## src/rtl/core_pkg.sv

```systemverilog
// Shared core package: writeback select encoding, MEM/WB stage states and
// the ecall instruction id that the memory stage also uses.
package core_pkg;

  localparam int XLEN_DEFAULT       = 64;
  localparam int REG_ADDR_W_DEFAULT = 5;
  localparam int PC_STEP_DEFAULT    = 4;

  // Decoded instruction id of ecall, shared with the memory stage.
  localparam logic [7:0] ECALL_ID = 8'd57;

  typedef enum logic [1:0] {
    WB_ALU  = 2'd0,
    WB_MEM  = 2'd1,
    WB_PC4  = 2'd2,
    WB_RSVD = 2'd3
  } wb_sel_e;

  typedef enum logic [1:0] {
    IDLE   = 2'd0,
    COMMIT = 2'd1,
    DRAIN  = 2'd2
  } mem_wb_state_e;

endpackage

```

## src/rtl/wb_result_mux.sv

```systemverilog
// Writeback value select: ALU result, load result or link address (pc + step).
// The reserved select code falls back to the ALU result.
module wb_result_mux #(
  parameter int XLEN    = core_pkg::XLEN_DEFAULT,
  parameter int PC_STEP = core_pkg::PC_STEP_DEFAULT
) (
  input  logic [1:0]      wb_sel,
  input  logic [XLEN-1:0] alu_data,
  input  logic [XLEN-1:0] loaded_data,
  input  logic [XLEN-1:0] pc,
  output logic [XLEN-1:0] wb_value
);
  import core_pkg::*;

  localparam logic [XLEN-1:0] STEP = XLEN'(PC_STEP);

  // Pick the writeback source; the link address wraps silently at 2^XLEN.
  always_comb begin
    wb_value = alu_data;
    case (wb_sel_e'(wb_sel))
      WB_MEM:  wb_value = loaded_data;
      WB_PC4:  wb_value = pc + STEP;
      default: wb_value = alu_data;
    endcase
  end

endmodule

```

## src/rtl/mem_wb_stage.sv

```systemverilog
// MEM/WB pipeline register and writeback stage.
// Captures one result per handshake, writes the register file in the cycle
// after capture, exposes a forwarding tap and an ecall retire pulse.
// Optional feature: define MEM_WB_RETIRE_CNT_EN to add the instret counter port.
module mem_wb_stage #(
  parameter int         XLEN       = core_pkg::XLEN_DEFAULT,
  parameter int         REG_ADDR_W = core_pkg::REG_ADDR_W_DEFAULT,
  parameter logic [7:0] ECALL_ID   = core_pkg::ECALL_ID,
  parameter int         PC_STEP    = core_pkg::PC_STEP_DEFAULT
) (
  input  logic                  clk,
  input  logic                  reset,
  input  logic                  memory_done,
  input  logic                  flush,
  input  logic [XLEN-1:0]       loaded_data,
  input  logic [XLEN-1:0]       alu_data,
  input  logic [XLEN-1:0]       pc,
  input  logic [REG_ADDR_W-1:0] dest_reg,
  input  logic                  reg_write,
  input  logic [1:0]            wb_sel,
  input  logic [7:0]            instruction,
  output logic                  mem_wb_pipeline_valid,
  output logic                  rf_we,
  output logic [REG_ADDR_W-1:0] rf_waddr,
  output logic [XLEN-1:0]       rf_wdata,
  output logic                  fwd_valid,
  output logic [REG_ADDR_W-1:0] fwd_rd,
  output logic [XLEN-1:0]       fwd_data,
  output logic                  ecall_retire,
  output logic                  wb_busy
`ifdef MEM_WB_RETIRE_CNT_EN
  ,
  output logic [XLEN-1:0]       instret
`endif
);
  import core_pkg::*;

  mem_wb_state_e         state;
  mem_wb_state_e         next_state;
  logic [XLEN-1:0]       wb_value;
  logic [XLEN-1:0]       cap_data;
  logic [REG_ADDR_W-1:0] cap_rd;
  logic                  cap_reg_write;
  logic [7:0]            cap_instr;
  logic                  capture;
  logic                  commit_ok;
  logic                  drain_exit;

  wb_result_mux #(
    .XLEN    (XLEN),
    .PC_STEP (PC_STEP)
  ) u_wb_result_mux (
    .wb_sel      (wb_sel),
    .alu_data    (alu_data),
    .loaded_data (loaded_data),
    .pc          (pc),
    .wb_value    (wb_value)
  );

  // Handshake qualifiers: capture in IDLE, commit unless squashed or reset.
  always_comb begin
    capture    = (state == IDLE) && memory_done && !flush;
    commit_ok  = (state == COMMIT) && !flush && !reset;
    drain_exit = (state == DRAIN) && !memory_done;
  end

  // Next-state: IDLE -> COMMIT on capture, COMMIT always drains, DRAIN waits for memory_done low.
  always_comb begin
    next_state = state;
    case (state)
      IDLE:    if (capture) next_state = COMMIT;
      COMMIT:  next_state = DRAIN;
      DRAIN:   if (!memory_done) next_state = IDLE;
      default: next_state = IDLE;
    endcase
  end

  // State register.
  always_ff @(posedge clk) begin
    if (reset) state <= IDLE;
    else       state <= next_state;
  end

  // Captured result; cleared on return to IDLE so the forwarding tap reads zero when idle.
  always_ff @(posedge clk) begin
    if (reset || drain_exit) begin
      cap_data      <= '0;
      cap_rd        <= '0;
      cap_reg_write <= 1'b0;
      cap_instr     <= '0;
    end else if (capture) begin
      cap_data      <= wb_value;
      cap_rd        <= dest_reg;
      cap_reg_write <= reg_write;
      cap_instr     <= instruction;
    end
  end

  // Registered status outputs, derived from the state being entered.
  always_ff @(posedge clk) begin
    if (reset) begin
      mem_wb_pipeline_valid <= 1'b0;
      wb_busy               <= 1'b0;
      fwd_valid             <= 1'b0;
      ecall_retire          <= 1'b0;
    end else begin
      mem_wb_pipeline_valid <= (next_state != IDLE);
      wb_busy               <= (next_state != IDLE);
      if (capture)
        fwd_valid <= reg_write && (dest_reg != '0);
      else if (next_state == IDLE)
        fwd_valid <= 1'b0;
      ecall_retire <= commit_ok && (cap_instr == ECALL_ID);
    end
  end

  // Register-file port decodes the state register; x0 and squashed commits never write.
  always_comb begin
    rf_we    = commit_ok && cap_reg_write && (cap_rd != '0);
    rf_waddr = (state == COMMIT) ? cap_rd : '0;
    rf_wdata = (state == COMMIT) ? cap_data : '0;
  end

  assign fwd_rd   = cap_rd;
  assign fwd_data = cap_data;

`ifdef MEM_WB_RETIRE_CNT_EN
  // Retired-instruction counter: every unsquashed commit, including x0 and non-writing ops.
  always_ff @(posedge clk) begin
    if (reset)          instret <= '0;
    else if (commit_ok) instret <= instret + XLEN'(1);
  end
`else
  // Retire counter not built in this configuration.
`endif

endmodule

```

## config.mk

```make
export PLATFORM = sky130hd
export DESIGN_NAME = mem_wb_stage
export DESIGN_NICKNAME = d
export VERILOG_FILES = /design/src/rtl/core_pkg.sv /design/src/rtl/wb_result_mux.sv /design/src/rtl/mem_wb_stage.sv
export SDC_FILE = /design/constraint.sdc
export NUM_CORES = 1
export LEC_CHECK = 0
export BUFFER_PORTS_ARGS = -buffer_cell sky130_fd_sc_hd__buf_2
export CAP_MARGIN = 25
export CORE_ASPECT_RATIO = 1.2
export CORE_MARGIN = 8
export CORE_UTILIZATION = 32
export DETAILED_ROUTE_END_ITERATION = 8
export GPL_ROUTABILITY_DRIVEN = 0
export PLACE_DENSITY_LB_ADDON = 0.15
export SLEW_MARGIN = 30
export SYNTH_ARGS = -nofsm -noshare
export SYNTH_HDL_FRONTEND = slang
export SYNTH_SLANG_ARGS = --single-unit
```

## constraint.sdc

```tcl
create_clock -name clk -period 5 [get_ports clk]
set_input_delay 0.25 -clock clk [delete_from_list [all_inputs] [get_ports clk]]
set_output_delay 0.25 -clock clk [all_outputs]
set_load 0.01 [all_outputs]
```

==> reports/metrics.csv <==
stage,metric,value,unit
status,status,"complete, no violations",
floorplanning,dieArea,22900,µm²
sta,period_share,55.4,%
sta,rsz0062_at_grt,no,
clocking,postCtsSetupBuffers,0,
placed_design,portBuffers,354,
layout,drive_gt1_share,35.5,%
route,routedWlPerCell,21.8,µm
sta,final-setup-viol-count,0,
logic_synthesis,avgSynthCellArea,7.35,µm²
logic_synthesis,yosys_warnings,0,
layout,layout.nets,1324,
layout,multi_input_area,3900,µm²
logic_synthesis,ys_seq_area_share,28.4,%
floorplanning,die_x,139,µm
clocking,cts_buffer_depth,2,
route,wirelength,29300,µm
sta,fin_crit,2770,ps
route,postRouteAntennaNets,0,
sta,hold_viol,0,
setup_path,cp.buffers_inverters,2,
setup_path,arrival,3050,ps
setup_path,critPathSlowestCell,buf_4,
pwr,power_frac_comb,22.9,%
global_route,grt_max_degree,66,
sta,finalMaxSlewViolations,0,
setup_path,crit_fanout,65,
logic_synthesis,async_flop_share,0,%
route,routed-via-count,7324,
global_route,grt_pass1_wl,43500,µm
sta,final.setup_skew,10.4,ps
logic_synthesis,netlist_area,5840,µm²
pwr,power_density,241,nW/µm²
logic_synthesis,synth_ff_type,dfxtp_1,
pwr,power_switching,0.000623,W
clocking,cts-buffers-inserted,9,
sta,max_slew_margin,36.7,%
layout,layout.area.seq,1660,µm²
placed_design,dp_slack,1990,ps
placed_design,hpwl,22600,µm
logic_synthesis,ys_seq_elements,83,
floorplanning,io_pins,355,
setup_path,worstSetupStartpointType,register,
floorplanning,die_h,164,µm
pwr,pwr-share-seq,37.8,%
setup_path,slowest_delay,630,ps
setup_path,critical_path_class,register to register,
global_route,grt_use_total,24.4,%
floorplanning,core-area,18000,µm²
clocking,clockRootBuffer,clkbuf_16,
setup_path,crit_top_cell,o21ai_0,
layout,synthToLayoutAreaGrowth,38.7,%
hold_path,hold_class,primary input to register,
layout,final_util,44.9,%
global_route,antenna_found_initial,4,
setup_path,path_delay_family,buffers and inverters,
clocking,clock_latency,350,ps
sta,tightestPinTransition,949,ps
clocking,htreeDepth,3,
pwr,peakVddDrop,0.000147,V
clocking,cts_tree,yes,
logic_synthesis,synth-edff-count,0,
setup_path,cp-end-kind,register,
sta,fin_ws,2230,ps
route,drt_iter0_drc,524,
global_route,grt_pass1_vias,7177,
setup_path,cp.required,5280,ps
floorplanning,placementRows,54,
pwr,clkPwrFrac,39.3,%
route,drt_pass1_iterations,5,
pwr,p_int,0.00133,W
layout,nFillCells,1925,
floorplanning,start_util,32.4,%
clocking,ctsResizeCount,0,
setup_path,cp_cell_sequence,nor2b_1 > nor3b_2 > buf_4 > nand2_1 > inv_1 > o21ai_0 > o21ai_0,
route,route.detailed.drc,0,
clocking,clk_pin_slew,70,ps
logic_synthesis,syn_nets,1010,
sta,fin_setup_tns,0,ps
route,viasPerCell,5.46,
flow_run,cap_violations,0,
sta,max_freq,0.361,GHz
global_route,gr-total-overflow,0,
pwr,switching_share,31.9,%
clocking,cts_sinks,83,
logic_synthesis,ys_types,49,
pwr,cellLeakagePower,3.70,nW
clocking,hold_buffers,0,
logic_synthesis,syn_inst,795,
[layer usage]
metal	part of all wire [%]	wire length, µm	vias to the layer above	track usage (%)
li1	-	-	3558	-
met1	42	12200	3438	29.7
met3	7.1	2090	34	5.82
met2	49	14400	292	42.0
met4	1.8	524	2	7.30
met5	0.034	10	-	0
[worst paths after layout]
path / slack [ps] / depth (start not counted) / startpoint / to
worst max-delay path: 2230 / 7 / state[0] / fwd_data[22]
worst min-delay path: 140 / 3 / instruction[0] / cap_instr[0]
worst max register to register: 2230 / 7 / state[0] / fwd_data[22]
worst min register to register: 420 / 1 / cap_instr[6] / ecall_retire
[stage by stage]
| step | power (W) | cells | area, µm² | hold slack, ps |
|---|---|---|---|---|
| 3_3_place_gp | 0.00120 | 1322 | 7760 | 408 |
| 2_1_floorplan | 0.000962 | 795 | 5840 | 319 |
| 6_report | 0.00195 | 1342 | 8110 | 141 |
| 3_5_place_dp | 0.00120 | 1322 | 7770 | 413 |
| 5_1_grt | 0.00204 | 1341 | 8100 | 149 |
| 4_1_cts | 0.00197 | 1338 | 8100 | 132 |
[kinds of logic after synthesis]
kind of cell | after synthesis | share of synthesized area (%)
XOR/XNOR | 50 | 7.49
adder cells (fa/ha/maj) | 3 | 0.642
AO/OA/AOI/OAI | 233 | 26.1
flip-flops | 83 | 28.4
AND/OR/NAND/NOR | 343 | 31.7
buffers and inverters | 81 | 5.29
multiplexers | 2 | 0.343
[synth_stat cells (all sizes together), types with 2 or more instances]
library cell | instances | area share [%]
o22ai | 7 | 0.75
nor3 | 30 | 2.7
o211ai | 12 | 1.5
ha | 3 | 0.64
o21ai | 78 | 6.7
nand3 | 34 | 2.9
nand4 | 29 | 3.3
nand2 | 83 | 5.3
o221ai | 8 | 1.2
xor2 | 14 | 2.1
a221oi | 21 | 3.1
buf | 3 | 0.28
nand2b | 4 | 0.43
and2 | 73 | 7.8
nor3b | 3 | 0.39
nor2 | 31 | 2.0
nor4 | 13 | 1.9
or3 | 18 | 1.9
o31ai | 2 | 0.26
or4 | 3 | 0.39
a21oi | 53 | 4.5
nor2b | 4 | 0.43
and4 | 5 | 0.75
a221o | 24 | 4.1
dfxtp | 83 | 28
xnor2 | 36 | 5.4
a22oi | 15 | 1.9
o22a | 3 | 0.45
a22o | 2 | 0.30
o31a | 2 | 0.30
mux2i | 2 | 0.34
clkbuf | 58 | 3.7
inv | 20 | 1.3
and3 | 10 | 1.1
[layout by cell type (no fill, tap or decap), types with 5 or more instances in the layout]
cell type	count
nand4_1	27
a221o_1	24
buf_4	10
o221ai_1	8
clkbuf_16	9
a221oi_1	21
and3_1	10
nor4_1	11
buf_2	354
nor2_1	29
xor2_1	14
a22oi_1	15
inv_1	19
xnor2_1	36
o22ai_1	7
a21oi_1	53
or3_1	18
o211ai_1	12
nand3_1	34
dfxtp_1	83
and4_1	5
o21ai_0	76
and2_1	73
nor3_1	29
nand2_1	83
[area by class of cell]
cell class,count,area share (%)
multi-input combinational,631,48.1
timing repair buffer,364,22.8
sequential,83,20.5
tap,224,3.46
clock buffer,9,2.78
clock inverter,7,1.30
inverter,20,0.926
antenna,4,0.123
[state kept, by name, summed over array words and instances, names as in the netlist]
register,count
cap_reg_write,1
fwd_valid,1
wb_busy,1
fwd_rd,5
fwd_data,64
ecall_retire,1
state,2
cap_instr,8
[worst reg2reg max path, cell delays in order, from the launching register on]
cell	delay [ps]
dfxtp_1	320
nor2b_1	170
nor3b_2	220
buf_4	630
nand2_1	540
inv_1	490
o21ai_0	170
o21ai_0	160
[power by group through the flow]
| stage | sequential, W | clock (W) | combinational [W] |
|---|---|---|---|
| final | 0.000739 | 0.000767 | 0.000447 |
| after global routing | 0.000746 | 0.000806 | 0.000488 |
| after CTS | 0.000739 | 0.000779 | 0.000449 |
| after detailed placement | 0.000755 | 0 | 0.000447 |
| after global placement | 0.000754 | 0 | 0.000445 |
| after floorplan | 0.000760 | 0 | 0.000202 |
No activity file was read; power rests on OpenSTA's default activity.
